File: src/rtl/cpu_pkg.sv
// Shared definitions for the core's pipeline control: result-select codes,
// forwarding-select codes and the hazard scoreboard entry.
package cpu_pkg;

  // Register address width of the 8-entry register file.
  localparam int RF_AW = 3;

  // Result-select codes carried by the decoded control word.
  localparam logic [1:0] MD_ALU  = 2'b00;
  localparam logic [1:0] MD_LOAD = 2'b01;
  localparam logic [1:0] MD_LINK = 2'b10;
  localparam logic [1:0] MD_RSVD = 2'b11;

  // EX operand source selects.
  localparam logic [1:0] FWD_RF  = 2'b00;
  localparam logic [1:0] FWD_MEM = 2'b01;
  localparam logic [1:0] FWD_WB  = 2'b10;

  // One in-flight instruction as seen by the hazard logic.
  typedef struct packed {
    logic             valid;
    logic             rw;
    logic [RF_AW-1:0] da;
    logic             load;
    logic [RF_AW-1:0] aa;
    logic [RF_AW-1:0] ba;
    logic             use_a;
    logic             use_b;
  } sb_entry_t;

  localparam sb_entry_t SB_BUBBLE = '0;

  // Source select for one EX operand. MEM is the younger writer so it wins;
  // a load in MEM has no data yet and cannot be forwarded from there.
  function automatic logic [1:0] fwd_sel(input sb_entry_t mem_e,
                                         input sb_entry_t wb_e,
                                         input logic [RF_AW-1:0] src,
                                         input logic used);
    logic [1:0] sel;
    sel = FWD_RF;
    if (used && mem_e.valid && mem_e.rw && !mem_e.load && (mem_e.da == src))
      sel = FWD_MEM;
    else if (used && wb_e.valid && wb_e.rw && (wb_e.da == src))
      sel = FWD_WB;
    return sel;
  endfunction

endpackage

File: src/rtl/sat_counter.sv
// Event counter that sticks at all-ones instead of wrapping.
module sat_counter #(
  parameter int W = 16
) (
  input  logic         clk,
  input  logic         rst,
  input  logic         inc,
  output logic [W-1:0] cnt
);

  // Count up on inc until every bit is set, then hold.
  always_ff @(posedge clk) begin
    if (rst)
      cnt <= '0;
    else if (inc && (cnt != '1))
      cnt <= cnt + {{(W-1){1'b0}}, 1'b1};
  end

endmodule

File: src/rtl/pipeline_hazard_ctrl.sv
// Hazard and sequencing control for the 5-stage core: pipeline enables and
// flushes, load-use stalls, branch squashes and EX operand forwarding.
module pipeline_hazard_ctrl
  import cpu_pkg::*;
#(
  parameter int REG_AW = 3,
  parameter int CNT_W  = 16
) (
  input  logic              clk,
  input  logic              rst,
  input  logic              id_valid,
  input  logic [REG_AW-1:0] id_da,
  input  logic [REG_AW-1:0] id_aa,
  input  logic [REG_AW-1:0] id_ba,
  input  logic              id_rw,
  input  logic [1:0]        id_md,
  input  logic              id_ma,
  input  logic              id_mb,
  input  logic              ex_br_taken,
  input  logic              mem_busy,
  output logic              pc_en,
  output logic              ifid_en,
  output logic              ifid_flush,
  output logic              idex_flush,
  output logic              pipe_en,
  output logic [1:0]        fwd_a,
  output logic [1:0]        fwd_b,
  output logic [CNT_W-1:0]  stall_cnt,
  output logic [CNT_W-1:0]  flush_cnt
);

  sb_entry_t sb_ex, sb_mem, sb_wb, id_entry;
  logic      ld_stall;
  logic      stall_inc;
  logic      flush_inc;
  logic      sb_unused;

  // Scoreboard view of the instruction currently in ID.
  always_comb begin
    id_entry       = SB_BUBBLE;
    id_entry.valid = id_valid;
    id_entry.rw    = id_rw;
    id_entry.da    = id_da;
    id_entry.load  = (id_md == MD_LOAD);
    id_entry.aa    = id_aa;
    id_entry.ba    = id_ba;
    id_entry.use_a = !id_ma;
    id_entry.use_b = !id_mb;
  end

  // A load in EX has no data until it leaves MEM, so a dependent ID
  // instruction must wait one cycle and then take it from WB.
  assign ld_stall = id_valid & sb_ex.valid & sb_ex.rw & sb_ex.load &
                    ((id_entry.use_a & (id_aa == sb_ex.da)) |
                     (id_entry.use_b & (id_ba == sb_ex.da)));

  // Priority: reset, then memory freeze, then branch squash, then load-use stall.
  always_comb begin
    pc_en      = 1'b1;
    ifid_en    = 1'b1;
    ifid_flush = 1'b0;
    idex_flush = 1'b0;
    pipe_en    = 1'b1;
    if (rst) begin
      pc_en      = 1'b0;
      ifid_en    = 1'b0;
      ifid_flush = 1'b1;
      idex_flush = 1'b1;
    end else if (mem_busy) begin
      pc_en   = 1'b0;
      ifid_en = 1'b0;
      pipe_en = 1'b0;
    end else if (ex_br_taken) begin
      ifid_flush = 1'b1;
      idex_flush = 1'b1;
    end else if (ld_stall) begin
      pc_en      = 1'b0;
      ifid_en    = 1'b0;
      idex_flush = 1'b1;
    end
  end

  // Scoreboard shifts with the pipeline; a flushed slot enters EX as a bubble.
  always_ff @(posedge clk) begin
    if (rst) begin
      sb_ex  <= SB_BUBBLE;
      sb_mem <= SB_BUBBLE;
      sb_wb  <= SB_BUBBLE;
    end else if (!mem_busy) begin
      sb_wb  <= sb_mem;
      sb_mem <= sb_ex;
      sb_ex  <= idex_flush ? SB_BUBBLE : id_entry;
    end
  end

  assign fwd_a = fwd_sel(sb_mem, sb_wb, sb_ex.aa, sb_ex.use_a);
  assign fwd_b = fwd_sel(sb_mem, sb_wb, sb_ex.ba, sb_ex.use_b);

  // Source fields of older stages are carried for visibility only.
  assign sb_unused = ^{sb_mem.aa, sb_mem.ba, sb_mem.use_a, sb_mem.use_b,
                       sb_wb.load, sb_wb.aa, sb_wb.ba, sb_wb.use_a, sb_wb.use_b};

  // A stall squashed by a same-cycle branch is not counted as a stall.
  assign stall_inc = !mem_busy & ld_stall & !ex_br_taken;
  assign flush_inc = !mem_busy & ex_br_taken;

  sat_counter #(.W(CNT_W)) u_stall_cnt (
    .clk (clk),
    .rst (rst),
    .inc (stall_inc),
    .cnt (stall_cnt)
  );

  sat_counter #(.W(CNT_W)) u_flush_cnt (
    .clk (clk),
    .rst (rst),
    .inc (flush_inc),
    .cnt (flush_cnt)
  );

endmodule
File: config.mk
export PLATFORM = sky130hd
export DESIGN_NAME = pipeline_hazard_ctrl
export DESIGN_NICKNAME = d
export VERILOG_FILES = /design/src/rtl/cpu_pkg.sv /design/src/rtl/sat_counter.sv /design/src/rtl/pipeline_hazard_ctrl.sv
export SDC_FILE = /design/constraint.sdc
export NUM_CORES = 1
export LEC_CHECK = 0
export ABC_CLOCK_PERIOD_IN_PS = 4200
export CORE_ASPECT_RATIO = 0.8
export CORE_MARGIN = 2
export CORE_UTILIZATION = 55
export DETAILED_ROUTE_END_ITERATION = 12
export DONT_BUFFER_PORTS = 1
export PLACE_DENSITY = 0.7
export SYNTH_ARGS = -nofsm -noshare
export SYNTH_HDL_FRONTEND = slang
export SYNTH_HIERARCHICAL = 1
export SYNTH_SLANG_ARGS = --single-unit
export TNS_END_PERCENT = 5
File: constraint.sdc
create_clock -name clk -period 4.2 [get_ports clk]
set_input_delay 1.05 -clock clk [delete_from_list [all_inputs] [get_ports clk]]
set_output_delay 1.05 -clock clk [all_outputs]
set_load 0.005 [all_outputs]
Word-level counts from Yosys, hierarchy flattened
Index checks and enable logic that the tools add are counted.

cells by class
  $add $sub $neg = 2
  equality and inequality tests = 9
  mux-type cells = 18
  bitwise operators = 10
  reduce and logical (&&, ||, !) cells = 21

operator list
  kind                   number
  $add 16x1->16 const B  2
  $ne 16x16->1 const B   2
  $eq 3x3->1             6
  $logic_and 1x1->1      16
  $mux 14                1
  $mux 1                 13
  $and 1x1->1            9
  $mux 2                 4
  $logic_not 1->1        5
  $eq 2x1->1 const B     1
  $or 1x1->1             1

storage, ports and cells
  register bits = 57
  input port bits = 19
  output and inout port bits = 41
  logic and storage cells = 77

Depth between registers and ports, before layout
Gate-level depths: netlist of run 1.

  word-level depth = 9
  gate-level depth with buffers = 9
  gate-level depth less buffers = 8

Modules after synthesis
The synthesis of run 1 kept the hierarchy.

modules (own cells, without submodules)
  module                times used  cells an instance  area an instance (sq um)  seq. area each (sq um)
  sat_counter           2           99                 848.3                     320.3
  pipeline_hazard_ctrl  1           141                1251.2                    500.5

Least setup slack after synthesis of run 1
Ideal clock, no wire load.

  path kind = input port to output port
  start = input port id_ba[2]
  end = output port pc_en
  arrival = 2.345 ns
  slack = 0.805 ns
  cell stages on the path = 6
  path buffers = 2
  path through = xor2_1 or4_4 a21oi_4 buf_6 a211oi_1 buf_4

between the ends
  longest elaborated chain between the ends = 8

RTL lines
  what                 line                        source
  start: declaration   pipeline_hazard_ctrl.sv:14  input logic [REG_AW-1:0] id_ba,
  $eq 3x3->1           pipeline_hazard_ctrl.sv:55  (id_entry.use_b & (id_ba == sb_ex.da)));
  $and 1x1->1          pipeline_hazard_ctrl.sv:55
  $or 1x1->1           pipeline_hazard_ctrl.sv:54  ((id_entry.use_a & (id_aa == sb_ex.da)) |
  $and 1x1->1          pipeline_hazard_ctrl.sv:53  assign ld_stall = id_valid & sb_ex.valid & sb_ex.rw & sb_ex.load &
  $mux 1 (4 in a row)  --
  end: declaration     pipeline_hazard_ctrl.sv:21  output logic pc_en,

Every way passes these cells.

Worst setup path after layout of run 1
  start = input port id_ba[2]
  end = output port idex_flush

between the ends
  longest elaborated chain between the ends = 8

RTL lines
  what              line                        source
  $eq 3x3->1        pipeline_hazard_ctrl.sv:55
  $and 1x1->1       pipeline_hazard_ctrl.sv:55
  $or 1x1->1        pipeline_hazard_ctrl.sv:54
  $and 1x1->1       pipeline_hazard_ctrl.sv:53
  $mux 1            pipeline_hazard_ctrl.sv:76  end else if (ld_stall) begin
  $mux 1            pipeline_hazard_ctrl.sv:73  end else if (ex_br_taken) begin
  $mux 1            pipeline_hazard_ctrl.sv:69  end else if (mem_busy) begin
  $mux 1            pipeline_hazard_ctrl.sv:64  if (rst) begin
  end: declaration  pipeline_hazard_ctrl.sv:24  output logic idex_flush,

Every way passes these cells.

==> results of run 1 <==
## worst paths after layout
kind	from	end	slack (ns)	cells past startpoint
worst max-delay path	id_ba[2]	idex_flush	0.81	4
worst min-delay path	sb_mem[8]	sb_mem[8]	0.50	2
worst max register to register	sb_ex[11]	u_stall_cnt/cnt[11]	1.17	7
worst min register to register	sb_mem[8]	sb_mem[8]	0.50	2
## state kept, by name (all words and copies together), names as in the netlist
register	count
u_flush_cnt/cnt	16
u_stall_cnt/cnt	16
sb_mem	6
sb_ex	14
sb_wb	5
## stage by stage
step / util (%) / setup slack, ns
2_1_floorplan: - / 0.805
3_3_place_gp: 57.9 / 0.683
3_5_place_dp: 57.9 / 0.573
4_1_cts: 60.8 / 0.804
5_1_grt: 60.8 / 0.721
6_report: 60.8 / 0.812
## logic make-up after synthesis
kind of cell	Yosys count	share of synthesized area (%)
adders and majority gates	2	0.849
muxes	15	5.18
DFF	57	38.7
and+or+nand+nor	142	28.7
buffers and inverters	38	5.31
AOI/OAI and AO/OA	63	14.8
xor gates and xnor gates	22	6.54
## cell usage in the layout, fill, tap and decap left out, types with 3 or more instances in the layout
| master | n |
|---|---|
| dfxtp_1 | 57 |
| nand2_1 | 29 |
| nor2_1 | 25 |
| inv_1 | 20 |
| a21oi_1 | 20 |
| o41ai_1 | 15 |
| xor2_1 | 14 |
| or4_1 | 14 |
| mux2i_1 | 13 |
| nand3_1 | 12 |
| o31ai_1 | 12 |
| nand4_1 | 9 |
| clkbuf_8 | 9 |
| xnor2_1 | 8 |
| nor4_1 | 8 |
| nor3_1 | 8 |
| o21ai_0 | 8 |
| and4_1 | 6 |
| or3_1 | 6 |
| nand3b_1 | 4 |
| clkbuf_1 | 4 |
| nor2b_1 | 4 |
| and3_1 | 3 |
## power by group
part / switching [mW] / internal, mW / total, mW
logic: 0.0182 / 0.0177 / 0.0359
clock network: 0.193 / 0.207 / 0.400
registers: 0.0104 / 0.549 / 0.559
## Yosys cell counts, types with 3 or more instances
cell type	n	area (um^2)
a21oi_1	20	100
and3_1	3	18.8
and4_1	6	52.6
buf_1	3	11.3
clkbuf_1	11	41.3
dfxtp_1	57	1140
inv_1	20	75.1
mux2i_1	13	130
nand2_1	29	109
nand3_1	12	60.1
nand3b_1	4	30.0
nand4_1	9	56.3
nor2_1	25	93.8
nor2b_1	4	25.0
nor3_1	8	40.0
nor4_1	8	50.1
o21ai_0	8	40.0
o31ai_1	12	90.1
o41ai_1	15	131
or3_1	6	37.5
or4_1	14	105
xnor2_1	8	70.1
xor2_1	14	123
## layout make-up
class / count / share of cell area, %
Tap cell: 62 / 2.51
Multi-Input combinational cell: 244 / 53.3
Clock buffer: 13 / 4.49
Inverter: 20 / 2.43
Sequential cell: 57 / 36.9
Clock inverter: 1 / 0.162
Timing Repair Buffer: 1 / 0.243
## worst min-delay path: cells and delay by family, from the launching register on
family / cells / cell delay (ns)
mux: 1 / 0.07
flops: 1 / 0.32
simple gates: 1 / 0.07
## layer usage
layer / GRT usage, % / vias to the layer above / routed length (um)
met1: 32.7 / 1150 / 3320
met4: 5.64 / 0 / 68
met3: 10.8 / 12 / 423
met5: 0 / - / 0
met2: 30.6 / 79 / 2770
li1: - / 1262 / -
==> key figures, run 1 <==
Status
  • Status: finished with violations
  • Failing checks: design-rule violations

CTS
  • Post-cts sizing count: 0
  • CTS max path bufs: 2
  • CTS Hold Bufs: 0
  • Post-CTS setup buffer count: 0
  • Htree depth: 3
  • Clock Root Buffer: clkbuf_8
  • Skew-Pair Late Insertion Delay: 0.33 ns
  • Total CTS buffers: 9
  • Worst-path clk slew: roughly 0.06 ns
  • TritonCTS clock tree: built
  • Clock sink count: 57

Routing
  • 1st-iter DRT viols: 126
  • Drt wl/cell: around 17 um
  • Detailed Routing Iterations Pass 1: 8
  • Routed WL: around 6.6 mm
  • Via density: 6.29
  • # DRC: 3
  • ANT nets after route: 0
  • Total via count in the routed design: 2503

Setup path
  • Setup crit end kind: output pin
  • Max incr delay on CP: 0.54 ns
  • Critical path required time: 3.15 ns
  • CP max stage cell: or4_4
  • Startpoint Class: input port
  • CP max FO: 16
  • Crit path max-delay family: compound AO/OA/AOI/OAI gates
  • CP bufs+invs: 0
  • Crit Path Class: in -> out
  • Crit path cell chain: xor2_1, or4_4, a21oi_4, a21o_2
  • Critical path arrival: 2.34 ns

Floorplanning
  • Die W: 85.9 um
  • Die height: approximately 69 um
  • Die area: 0.00596 mm^2
  • Boundary pin count: 60
  • Core box area: about 0.0051 mm^2
  • Row count: 23
  • Initial Utilization: 57.9%

Timing
  • Final setup viols: 0
  • Clock skew: 0.00713 ns
  • Relative slew slack: ~45%
  • Slew @ Worst Pin: 0.825 ns
  • RSZ-0062 raised after global routing: false
  • Fmax: 295 MHz
  • Final min period: between 3 and 4 ns
  • Final critical-path share of the clock period: 80.7%
  • Slew Viols, Final: 0
  • Final setup TNS: 0 ns
  • Hold slack: 0.495 ns
  • Final hold vios: 0

Yosys
  • Seq/Total Area, Yosys: between 30% and 40%
  • Avg Cell Area, Syn: 8.70 um^2
  • Ys flop type: dfxtp_1
  • FFs w/ async S/R, synth: 0%
  • Synth cell types: 42
  • Syn. warnings: 6
  • Synth Register Bits: 57
  • Number of synthesized flops with an enable pin: 0
  • Synth Net Count: 360
  • Post-synthesis cell count: 339
  • Cell Area, Synth: 0.00295 mm^2

Final layout
  • Fin cells: 398
  • Area growth syn-to-layout: 5.01%
  • Layout cells sized above 1: 7.44%
  • # diodes: 0
  • Fill count: 454
  • Nets: between 300 and 400
  • Seq. cell area: about 0.0011 mm^2
  • Multi-input gate area: approximately 0.0017 mm^2
  • Design Area, Final: 0.00310 mm^2

Global route
  • First-pass GRT wire length: 10.9 mm
  • Vias in the first global route: around 2200
  • Overflow after GRT: 0
  • Initial antenna violation count: 0
  • Largest net degree at the start of global routing: between 60 and 70
  • Gr usage total: 22.8%

Pwr
  • Pwr Total: ~1 mW
  • PwrDens: 322 mW/mm^2
  • LEAKAGE: 1.13 nW
  • VDD IR-drop max: 188 uV

Placed design
  • Placer Congestion: 0.840
  • Dpl cells: approximately 380
  • Dpl cell area: 0.00295 mm^2
  • Dpl hpwl: 4.54 mm
  • Port Buffers: 0

Job
  • Max cap viols: 0

Worst hold path
  • Worst Hold Class: reg -> reg
Power figures use the tool's default switching activity.
==> inputs of run 2 (changes only) <==
ABC_AREA = 1   (was default)
ABC_CLOCK_PERIOD_IN_PS = 3400   (was 4200)
clock period = 3.4 ns   (was 4.2 ns; I/O delays follow)
==> key figures, run 2 <==
Placed design
  • Port Buffers: 0 (unchanged)
  • Dpl hpwl: 5.29 mm (+17%)
  • Placer Congestion: 0.875 (+4.1%)
  • Dpl cells: 571 (+49%)

Global route
  • Overflow after GRT: 0 (unchanged)
  • First-pass GRT wire length: 11.8 mm (+8.7%)
  • Gr usage total: 23.2% (+0.45 points)
  • Vias in the first global route: 2658 (+23%)
  • Largest net degree at the start of global routing: 18 (-72%)
  • Initial antenna violation count: 0 (unchanged)

Routing
  • Via density: 5.03 (-20%)
  • Routed WL: 7.07 mm (+7.4%)
  • 1st-iter DRT viols: 196 (+56%)
  • # DRC: 0 (-3)
  • Drt wl/cell: 12.1 um (-27%)
  • Total via count in the routed design: 2946 (+18%)
  • Detailed Routing Iterations Pass 1: 5 (-3)
  • ANT nets after route: 0 (unchanged)

Setup path
  • Crit path max-delay family: simple AND/OR/NAND/NOR gates
  • CP max stage cell: nor2_2
  • CP max FO: 17 (+1)
  • Critical path required time: 2.55 ns (-0.60 ns)
  • CP bufs+invs: 2 (+2)
  • Max incr delay on CP: 0.51 ns (-0.03 ns)
  • Startpoint Class: input port
  • Crit Path Class: in -> out
  • Crit path cell chain: inv_1, nor2_2, inv_2
  • Setup crit end kind: output pin
  • Critical path arrival: 1.65 ns (-0.69 ns)

Timing
  • Fmax: 400 MHz
  • RSZ-0062 raised after global routing: false
  • Final setup TNS: 0 ns (unchanged)
  • Slew @ Worst Pin: 0.651 ns (-0.174 ns)
  • Final min period: around 2.5 ns
  • Final setup viols: 0 (unchanged)
  • Hold slack: 0.473 ns (-0.0224 ns)
  • Final critical-path share of the clock period: 73.6%
  • Relative slew slack: 56.6% (+12 points)
  • Slew Viols, Final: 0 (unchanged)
  • Final hold vios: 0 (unchanged)
  • Clock skew: 0.00374 ns (-0.00339 ns)

Floorplanning
  • Initial Utilization: 58.0% (+0.12 points)
  • Row count: 24 (+4.3%)
  • Die W: 89.6 um (+4.3%)
  • Boundary pin count: 60 (unchanged)
  • Die height: 72.5 um (+4.3%)
  • Core box area: 0.00556 mm^2 (+9.1%)
  • Die area: 0.00649 mm^2 (+8.8%)

Yosys
  • Seq/Total Area, Yosys: 35.4% (-3.3 points)
  • Post-synth top area share: 35.4% (-3.3 points)
  • Synth area leaders: dfxtp_1 (35%), nand2_1 (18%), nor2_1 (11%)
  • Avg Cell Area, Syn: 6.43 um^2 (-26%)
  • Most instantiated library cell after synthesis: nand2_1
  • FFs w/ async S/R, synth: 0% (unchanged)
  • Synth Net Count: 522 (+45%)
  • Synth cell types: 30 (-29%)
  • Synth Register Bits: 57 (unchanged)
  • Most instantiated cells after synthesis: nand2_1 (151), nor2_1 (96), dfxtp_1 (57)
  • Largest area contributor in the netlist: dfxtp_1
  • Post-synthesis cell count: 501 (+48%)
  • Syn. warnings: 6 (unchanged)
  • Ys flop type: dfxtp_1
  • Number of synthesized flops with an enable pin: 0 (unchanged)
  • Cell Area, Synth: 0.00322 mm^2 (+9.3%)

Final layout
  • Fin cells: 586 (+47%)
  • Commonest non-fill, non-tap cell in the layout: nand2_1
  • Area growth syn-to-layout: 6.76%
  • Most frequent cells in the layout: nand2_1 (151), nor2_1 (96), dfxtp_1 (57), inv_1 (49), nand3_1 (44)
  • Layout cells sized above 1: 11.4% (+4.0 points)
  • # diodes: 0 (unchanged)
  • Largest registers: u_flush_cnt/cnt: 16 flops, u_stall_cnt/cnt: 16 flops, sb_ex: 14 flops
  • Nets: 525 (+48%)

Status
  • Status: finished, final reports clean

CTS
  • CTS max path bufs: 2 (unchanged)
  • Post-CTS setup buffer count: 0 (unchanged)
  • Htree depth: 3 (unchanged)
  • Clock Root Buffer: clkbuf_8
  • TritonCTS clock tree: built
  • Total CTS buffers: 9 (unchanged)
  • Post-cts sizing count: 0 (unchanged)
  • Worst-path clk slew: 0.06 ns (about the same)
  • Skew-Pair Late Insertion Delay: 0.33 ns (about the same)
  • Clock sink count: 57 (unchanged)
  • CTS Hold Bufs: 0 (unchanged)

Job
  • Max cap viols: 0 (unchanged)

Pwr
  • Combinational share of power: 6.1% (+2.5 points)
  • LEAKAGE: 1.48 nW (+31%)
  • PwrDens: 408 mW/mm^2 (+27%)
  • Psw: 0.319 mW (+44%)
  • Clock power share: 44.4% (+4.2 points)
  • Power Internal: 1.08 mW (+40%)
  • Sequential Power Share: 49.5% (-6.7 points)
  • VDD IR-drop max: 331 uV (+76%)
  • Net Sw Frac: 22.7% (+0.46 points)

Worst hold path
  • Worst Hold Class: reg -> reg
-- run 2: changes by cell type after synthesis, sizes merged, moves of 7 or more --
| cell | before | now |
|---|---|---|
| nand3 | 12 | 46 |
| xor2 | 14 | 4 |
| nor4 | 10 | 0 |
| nand2 | 31 | 156 |
| o41ai | 15 | 0 |
| nor2 | 25 | 125 |
| clkbuf | 11 | 2 |
| inv | 20 | 52 |
| o31ai | 12 | 0 |
| a21oi | 21 | 14 |
| or4 | 16 | 0 |
| mux2i | 13 | 0 |
-- run 2: layout make-up --
type	count	area, um^2
Clock inverter	3	40.0
Sequential cell	57	1140
Timing Repair Buffer	2	15.0
Tap cell	78	97.6
Inverter	53	199
Fill cell	518	2120
Multi-Input combinational cell	381	1790
Clock buffer	12	155
-- run 2: cells by family (layout without fill, tap and decap cells) --
| family | Yosys count | after routing | share of synthesized area, % |
|---|---|---|---|
| fa+ha+maj | 2 | 2 | 0.777 |
| xor+xnor | 9 | 9 | 2.45 |
| buf+inv | 63 | 70 | 8.97 |
| simple gates | 345 | 345 | 48.3 |
| compound gates | 25 | 25 | 4.12 |
| flops | 57 | 57 | 35.4 |
-- run 2: stage by stage --
step                setup WS, ns  power (mW)  utilization (%)  instance area [um^2]
floorplan                   1.04       0.783                -                  3220
global placement           0.834       0.792             58.4                  3240
detailed placement         0.800       0.794             58.4                  3240
CTS                        0.890        1.42             61.9                  3440
global route               0.754        1.46             61.9                  3440
finish                     0.898        1.40             61.9                  3440
-- run 2: worst paths after layout --
| path | startpoint | end | slack, ns | depth (start not counted) |
|---|---|---|---|---|
| setup / recovery | mem_busy | pipe_en | 0.90 | 3 |
| hold / removal | sb_ex[8] | sb_ex[8] | 0.47 | 2 |
| setup reg to reg | sb_ex[9] | u_stall_cnt/cnt[14] | 1.14 | 15 |
| hold reg to reg | sb_ex[8] | sb_ex[8] | 0.47 | 2 |
-- run 2: layer usage --
layer  part of all wire (%)  GRT usage [%]
met5                      0              0
met4                    1.5           7.30
met3                    8.1           7.74
met2                     43           35.5
met1                     47           31.0
-- run 2: tightest hold or removal path: stages (launching register included) --
cell and delay [ns]:
dfxtp_1 0.31, nand2_1 0.06, nand2_1 0.05
-- run 2: power groups by stage --
stage          clock network [mW]  logic (mW)  registers [mW]
2_1_floorplan                   0      0.0773           0.706
3_3_place_gp                    0      0.0825           0.709
3_5_place_dp                    0      0.0852           0.709
4_1_cts                     0.638      0.0854           0.694
5_1_grt                     0.670      0.0977           0.696
6_report                    0.624      0.0849           0.695
==> inputs of run 3 (changes only) <==
ABC_CLOCK_PERIOD_IN_PS = 2100   (was 3400)
PLACE_DENSITY = 0.73   (was 0.7)
clock period = 2.1 ns   (was 3.4 ns; I/O delays follow)
==> key figures, run 3 (synthesized netlist as in run 2, its figures left out) <==
Timing
  • Final hold vios: 0 (unchanged)
  • Relative slew slack: 64.2% (+7.6 points)
  • Final critical-path share of the clock period: 90.5%
  • Clock skew: 0.00578 ns (+0.00204 ns)
  • Slew @ Worst Pin: 0.537 ns (-0.114 ns)
  • Final setup viols: 0 (unchanged)
  • Final min period: 1.90 ns
  • Fmax: 526 MHz
  • Slew Viols, Final: 0 (unchanged)

Final layout
  • Fill count: 516 (-0.39%)
  • Area growth syn-to-layout: 8.89%
  • Commonest non-fill, non-tap cell in the layout: nand2_1
  • Most frequent cells in the layout: nand2_1 (151), nor2_1 (96), dfxtp_1 (54), inv_1 (49), nand3_1 (43)
  • Multi-input gate area: 0.00180 mm^2 (+0.28%)
  • Seq. cell area: 0.00115 mm^2 (+0.55%)
  • Nets: 529 (+0.76%)
  • # diodes: 0 (unchanged)
  • Design Area, Final: 0.00351 mm^2 (+2.0%)
  • Layout cells sized above 1: 12.7% (+1.3 points)
  • Fin cells: 591 (+0.85%)
  • Largest registers: u_flush_cnt/cnt: 16 flops, u_stall_cnt/cnt: 16 flops, sb_ex: 14 flops

Setup path
  • Reg2reg end: u_stall_cnt/cnt[13]
  • Startpoint Class: register
  • Critical path arrival: 1.38 ns (-0.27 ns)
  • CP max stage cell: dfxtp_1
  • Max incr delay on CP: 0.39 ns (-0.12 ns)
  • Crit path cell chain: xnor2_1, nand2_1, nor3_1, nand3b_1, inv_1
  • CP Capture Point: fwd_b[1]
  • Setup crit end kind: output pin
  • CP max FO: 4 (-13)
  • Worst reg2reg path depth: 15 (unchanged)
  • Crit Path Class: reg -> out
  • Crit. Startpoint: sb_ex[3]
  • Reg-to-reg slack, setup: 0.21 ns (-0.93 ns)
  • Crit Reg-Reg Startpoint: sb_ex[9]
  • Critical path required time: 1.57 ns (-0.98 ns)

Placed design
  • Placer Congestion: 0.880 (+0.53%)
  • Dpl cell area: 0.00327 mm^2 (+0.93%)
  • Port Buffers: 0 (unchanged)
  • Dpl cells: 575 (+0.70%)
  • Dpl hpwl: 5.40 mm (+2.1%)

Global route
  • Largest net degree at the start of global routing: 18 (unchanged)
  • First-pass GRT wire length: 12.0 mm (+1.8%)
  • Overflow after GRT: 0 (unchanged)
  • Vias in the first global route: 2665 (+0.26%)
  • Gr usage total: 23.8% (+0.53 points)
  • Initial antenna violation count: 0 (unchanged)

Worst hold path
  • Worst Hold Class: in -> reg

CTS
  • TritonCTS clock tree: built
  • Worst-path clk slew: 0.06 ns (about the same)
  • Clock sink count: 57 (unchanged)
  • CTS Hold Bufs: 0 (unchanged)
  • Post-cts sizing count: 0 (unchanged)
  • Total CTS buffers: 9 (unchanged)
  • Htree depth: 3 (unchanged)
  • Post-CTS setup buffer count: 0 (unchanged)
  • Clock Root Buffer: clkbuf_8
  • Skew-Pair Late Insertion Delay: 0.34 ns (about the same)
  • CTS max path bufs: 2 (unchanged)

Job
  • Max cap viols: 0 (unchanged)

Routing
  • Drt wl/cell: 12.3 um (+1.8%)
  • Routed WL: 7.26 mm (+2.7%)
  • 1st-iter DRT viols: 136 (-31%)
  • # DRC: 0 (unchanged)
  • Detailed Routing Iterations Pass 1: 4 (-1)
  • ANT nets after route: 0 (unchanged)
  • Via density: 5.13 (+1.9%)
  • Total via count in the routed design: 3029 (+2.8%)

Floorplanning
  • Boundary pin count: 60 (unchanged)
  • Row count: 24 (unchanged)
  • Initial Utilization: 58.0% (unchanged)
  • Die W: 89.6 um (unchanged)
  • Core box area: 0.00556 mm^2 (unchanged)
  • Die area: 0.00649 mm^2 (unchanged)
  • Die height: 72.5 um (unchanged)

Pwr
  • PwrDens: 691 mW/mm^2 (+69%)
  • LEAKAGE: 1.51 nW (+2.1%)
  • VDD IR-drop max: 463 uV (+40%)

Status
  • Status: finished, final reports clean
## run 3: cell types whose count changed in the layout (fill, tap and decap cells not counted), moves of 2 or more
| cell | before | now |
|---|---|---|
| buf_4 | 2 | 6 |
| clkbuf_1 | 1 | 3 |
| dfxtp_2 | 0 | 2 |
| dfxtp_1 | 57 | 54 |
| clkinv_2 | 2 | 0 |
## run 3: per-layer routing
metal	vias up	routed length (um)	global-route usage, %
met3	4	531	9.67
met4	0	38	5.47
li1	1569	-	-
met5	-	0	0
met1	1365	3410	30.9
met2	91	3280	36.9
## run 3: where the power goes
group	switching, mW	internal [mW]	total [mW]
sequential	0.0223	1.10	1.12
clock	0.425	0.735	1.16
combinational	0.0875	0.0523	0.140
## run 3: area by class of cell
class / count / area share (%)
multi-input cells: 381 / 51.2
flip-flops and latches: 57 / 32.7
inverters: 53 / 5.67
clock buffers: 14 / 4.64
well taps: 78 / 2.78
clock inverters: 2 / 1.71
repair buffers: 6 / 1.28
## run 3: critical path: cells and delay by family (launching register included)
family	cells	cell delay, ns
xor gates and xnor gates	1	0.13
and+or+nand+nor	3	0.47
buffers and inverters	1	0.05
DFF	1	0.39
## run 3: through the flow
stage	util [%]	power, mW	worst slack (ns)	setup TNS (ns)	hold WS (ns)
after global placement	58.9	1.28	0.117	0	0.442
after CTS	63.0	2.45	0.131	0	0.350
final	63.2	2.42	0.200	0	0.359
after detailed placement	58.9	1.29	0.0787	0	0.450
after floorplan	-	1.27	0.210	0	0.426
after global routing	63.2	2.52	-0.00315	-0.00315	0.364
## run 3: worst min path at each step
stage,depth (start not counted),start,endpoint
6_report,3,mem_busy,sb_ex[9]
3_3_place_gp,2,sb_ex[8],sb_ex[8]
3_5_place_dp,2,sb_ex[8],sb_ex[8]
2_1_floorplan,2,sb_ex[8],sb_ex[8]
4_1_cts,3,mem_busy,sb_ex[12]
5_1_grt,3,mem_busy,sb_ex[11]
